**src/rtl/seq_multiplier.sv**
```systemverilog
// Iterative shift-add multiplier: one multiplier bit per clock, WIDTH x WIDTH -> 2*WIDTH.
// Supports signed/unsigned operands, optional early termination and abort.
module seq_multiplier #(
    parameter int WIDTH      = 32,
    parameter bit EARLY_EXIT = 1'b0
) (
    input  logic                 clk,
    input  logic                 resetn,
    input  logic                 mult_begin,
    input  logic                 mult_signed,
    input  logic [WIDTH-1:0]     mult_op1,
    input  logic [WIDTH-1:0]     mult_op2,
    output logic [2*WIDTH-1:0]   product,
    output logic                 mult_busy,
    output logic                 mult_end
);

    localparam int CNT_W = $clog2(WIDTH);

    typedef enum logic [1:0] {IDLE, CALC, FIX, DONE} state_t;

    state_t               state;
    state_t               state_next;
    logic [2*WIDTH-1:0]   mcand;
    logic [2*WIDTH-1:0]   acc;
    logic [WIDTH-1:0]     mplier;
    logic [CNT_W-1:0]     cnt;
    logic                 neg;
    logic [WIDTH-1:0]     op1_abs;
    logic [WIDTH-1:0]     op2_abs;
    logic [WIDTH-1:0]     mplier_shift;
    logic                 calc_last;

    // Magnitudes fit in WIDTH unsigned bits, including |-2^(W-1)|
    always_comb begin
        op1_abs      = (mult_signed && mult_op1[WIDTH-1]) ? -mult_op1 : mult_op1;
        op2_abs      = (mult_signed && mult_op2[WIDTH-1]) ? -mult_op2 : mult_op2;
        mplier_shift = mplier >> 1;
        calc_last    = (cnt == CNT_W'(WIDTH - 1)) ||
                       ((EARLY_EXIT != 1'b0) && (mplier_shift == '0));
    end

    always_ff @(posedge clk or negedge resetn) begin
        if (!resetn) begin
            state <= IDLE;
        end else begin
            state <= state_next;
        end
    end

    always_comb begin
        state_next = state;
        case (state)
            IDLE: if (mult_begin) state_next = CALC;
            CALC: begin
                if (!mult_begin) begin
                    state_next = IDLE;
                end else if (calc_last) begin
                    state_next = FIX;
                end
            end
            FIX:  state_next = mult_begin ? DONE : IDLE;
            DONE: state_next = IDLE;
            default: state_next = IDLE;
        endcase
    end

    always_comb begin
        mult_busy = (state == CALC) || (state == FIX);
        mult_end  = (state == DONE);
    end

    // An abort edge (mult_begin low in CALC/FIX) leaves all registers untouched
    always_ff @(posedge clk or negedge resetn) begin
        if (!resetn) begin
            mcand   <= '0;
            acc     <= '0;
            mplier  <= '0;
            cnt     <= '0;
            neg     <= 1'b0;
            product <= '0;
        end else begin
            case (state)
                IDLE: begin
                    if (mult_begin) begin
                        mcand  <= {{WIDTH{1'b0}}, op1_abs};
                        mplier <= op2_abs;
                        neg    <= mult_signed & (mult_op1[WIDTH-1] ^ mult_op2[WIDTH-1]);
                        acc    <= '0;
                        cnt    <= '0;
                    end
                end
                CALC: begin
                    if (mult_begin) begin
                        if (mplier[0]) begin
                            acc <= acc + mcand;
                        end
                        mcand  <= mcand << 1;
                        mplier <= mplier_shift;
                        cnt    <= cnt + CNT_W'(1);
                    end
                end
                FIX: begin
                    if (mult_begin) begin
                        product <= neg ? -acc : acc;
                    end
                end
                default: ;
            endcase
        end
    end

endmodule

```
**config.mk**
```make
export PLATFORM = sky130hd
export DESIGN_NAME = seq_multiplier
export DESIGN_NICKNAME = d
export VERILOG_FILES = /design/src/rtl/seq_multiplier.sv
export SDC_FILE = /design/constraint.sdc
export NUM_CORES = 1
export LEC_CHECK = 0
export BUFFER_PORTS_ARGS = -buffer_cell sky130_fd_sc_hd__buf_2
export CAP_MARGIN = 20
export CELL_PAD_IN_SITES_DETAIL_PLACEMENT = 2
export CELL_PAD_IN_SITES_GLOBAL_PLACEMENT = 2
export CORE_ASPECT_RATIO = 1.1
export CORE_MARGIN = 10
export CORE_UTILIZATION = 37
export CTS_CLUSTER_DIAMETER = 30
export DETAILED_ROUTE_END_ITERATION = 10
export PLACE_DENSITY = 0.86
export SKIP_LAST_GASP = 1
export SLEW_MARGIN = 20
export SYNTH_ARGS = -nofsm -noshare
export SYNTH_HDL_FRONTEND = slang
export SYNTH_SLANG_ARGS = --single-unit
```
**constraint.sdc**
```tcl
create_clock -name clk -period 4.5 [get_ports clk]
set_input_delay 1.125 -clock clk [delete_from_list [all_inputs] [get_ports clk]]
set_output_delay 1.125 -clock clk [all_outputs]
set_load 0.05 [all_outputs]
```
==> impl_metrics.tcl <==
set metrics [dict create \
    crit_type "reg2reg" \
    htreeDepth 2 \
    critPathArrivalTime_ps 4540 \
    timing.final.crit_share_pct 91.2 \
    syn_area_um2 15600 \
    io_buffers 133 \
    holdCritStartpoint "product[10]" \
    p_leak_nw 8.77 \
    ys_async_sr_fraction_pct 100 \
    die_w_um 216 \
    track_usage_pct 25.9 \
    antenna_found_initial 5 \
    drtIter0Drc 1196 \
    startpoint_type "flop" \
    synth_commonest_cells "366 x nand2_1, 291 x o21ai_0, 232 x dfrtp_1" \
    syn_to_final_growth_pct 22.3 \
    via_per_inst 6.05 \
    dp_hpwl_um 41800 \
    syn_avg_cell_area_um2 8.07 \
    synth_cell_type_count 71 \
    synth_edf_count 0 \
    yosysSeqAreaShare_pct 37.1 \
    grt_pass1_vias 18100 \
    critPathMaxFanout 5 \
    r2r_start "acc[12]" \
    nNetsFinal 2181 \
    dieArea_um2 50900 \
    r2r_end "product[63]" \
    clock-sinks 232 \
    hold_viol_final 0 \
    fillerInstances 4516 \
    cts_buffer_depth 3 \
    ff2ff_path_depth 9 \
    utilization_pct 46.1 \
    yosys_register_bits 232 \
    tightest_slew_ps 996 \
    wl_per_cell_um 25.6 \
    start_util_pct 37.7 \
    synth-xor-area-share_pct 9.08 \
    critPathLaunch "acc[12]" \
    maxCapViolCount 0 \
    synth_area_leader_cell "dfrtp_1" \
    grt_max_degree 101 \
    maxSlewHeadroom_pct 33.6 \
    final_antenna_net_count 0 \
    overflow 0 \
    core_area_um2 41500 \
    synth_compound_area_share_pct 24.1 \
    path_clk_slew_ps 50 \
    post_route_cells_drive_above_1_share_pct 13.5 \
    syn_nets 2077 \
    detail_route.wirelength_um 67800 \
    worst_hold_slack_ps 476 \
    synth-adder-area-share_pct 5.89 \
    grt_pass1_wl_um 107000 \
    crit_required_ps 4940 \
    cts_tree "built" \
    drc_errors 0 \
    post-route-min-period_ps 4100 \
    worstHoldEndpoint "product[10]" \
    synth.area.mux_share_pct 0.576 \
    whs_path_depth 2 \
    synth_area_leaders "dfrtp_1 37%, o21ai_0 9.3%, nand2_1 8.8%, xor2_1 6.3%, ha_1 5.8%" \
    endpoint_kind "flop" \
    p_per_area_nw_per_um2 661 \
    synth_top_area_share_pct 37.1 \
    cts_resized 0 \
    io_pins 134 \
    setup_viol 0 \
    outcome "finished, final reports clean" \
    cts_root_buffer "clkbuf_16" \
    dieHeight_um 236 \
    cts_setup_buffers 0 \
    yosysMostFrequentCell "nand2_1" \
    ir_worst_vdd_mv 0.314 \
    yosysWarnings 0 \
    fin_setup_tns_ps 0 \
    rsz0062_at_grt "false" \
    synth_top_family_by_area "compound AO/OA/AOI/OAI gates" \
    reg2reg_setup_slack_ps 400 \
    first_pass_iters 4 \
    rows 78 \
    clock_latency_ps 610 \
    postSynthCellCount 1936 \
    vias 16000 \
    hp-class "reg2reg" \
    ctsHoldBuffers 0 \
    synth_flop_cell "dfrtp_1" \
    fmax_ghz 0.244 \
    numCtsBuffers 61 \
    final.setup_skew_ps 19.0 \
    slew_violations 0 \
    synthSimpleGateAreaFrac_pct 19.7 \
    finalWeightedCongestion 0.906 \
]
[through the flow]
step                      power [mW]  cell area, µm²  setup WS, ps  std cells
after global routing            13.2           19100           101       2651
final                           12.6           19100           395       2653
after detailed placement        7.25           16800           570       2537
after global placement          6.93           16800           680       2537
after CTS                       12.6           19100           417       2650
after floorplan                 5.85           15600           871       1936
[worst max path at each step]
| stage | end | slack (ps) |
|---|---|---|
| after floorplan | product[45] | 870 |
| after global placement | product[45] | 680 |
| after detailed placement | product[39] | 570 |
| after CTS | product[63] | 420 |
| after global routing | product[63] | 100 |
| final | product[63] | 400 |
[layout by cell type, fill, tap and decap left out, drive strengths merged, types with 39 or more instances in the layout]
master    n
o21ai   294
dfrtp   232
xor2    113
nor2    122
buf     151
nand2   366
a21o     40
a21oi   161
xnor2    49
clkbuf   73
ha       72
o31ai    39
[flip-flops by register name, summed over array words and instances, names as in the netlist]
| register | count |
|---|---|
| mcand | 64 |
| product | 64 |
| acc | 64 |
| state | 2 |
| mplier | 32 |
| neg | 1 |
| cnt | 5 |
[power breakdown]
part	internal, mW	switching, mW	leakage [nW]
logic	1.42	3.05	4.55
clock network	3.53	1.48	1.11
registers	2.50	0.654	3.11
total	7.45	5.19	8.77
[routing by layer]
metal / GRT usage [%] / vias up / share of wire, %
li1: - / 7119 / -
met4: 11.1 / 4 / 3.8
met1: 30.7 / 8214 / 41
met2: 44.7 / 509 / 50
met5: 0 / - / 0.040
met3: 4.93 / 192 / 5.8
[cells by family (layout without fill, tap and decap cells)]
group,count (synthesis),after routing
other,0,3
xor gates and xnor gates,162,162
and+or+nand+nor,678,678
AOI/OAI and AO/OA,640,640
DFF,232,232
buffers and inverters,142,296
muxes,9,9
adders and majority gates,73,73
[area by class of cell]
type,instances,area [µm²],share of cell area [%]
sequential,232,5810,30.4
multi-input combinational,1562,9330,48.8
clock buffer,73,1660,8.70
clock inverter,40,652,3.41
inverter,32,120,0.628
tap,560,701,3.67
antenna,3,7.51,0.0393
timing repair buffer,151,836,4.37
[worst max-delay path, cell delays in order, from the launching register on]
cell     delay (ps)
dfrtp_1         450
or4_4           610
nor4_4          220
nor4b_1         630
nand3_1         330
or3_1           510
or4_1           560
o31ai_1         320
xor2_1          190
o21ai_0         100
(Power assumes the default switching activity.)
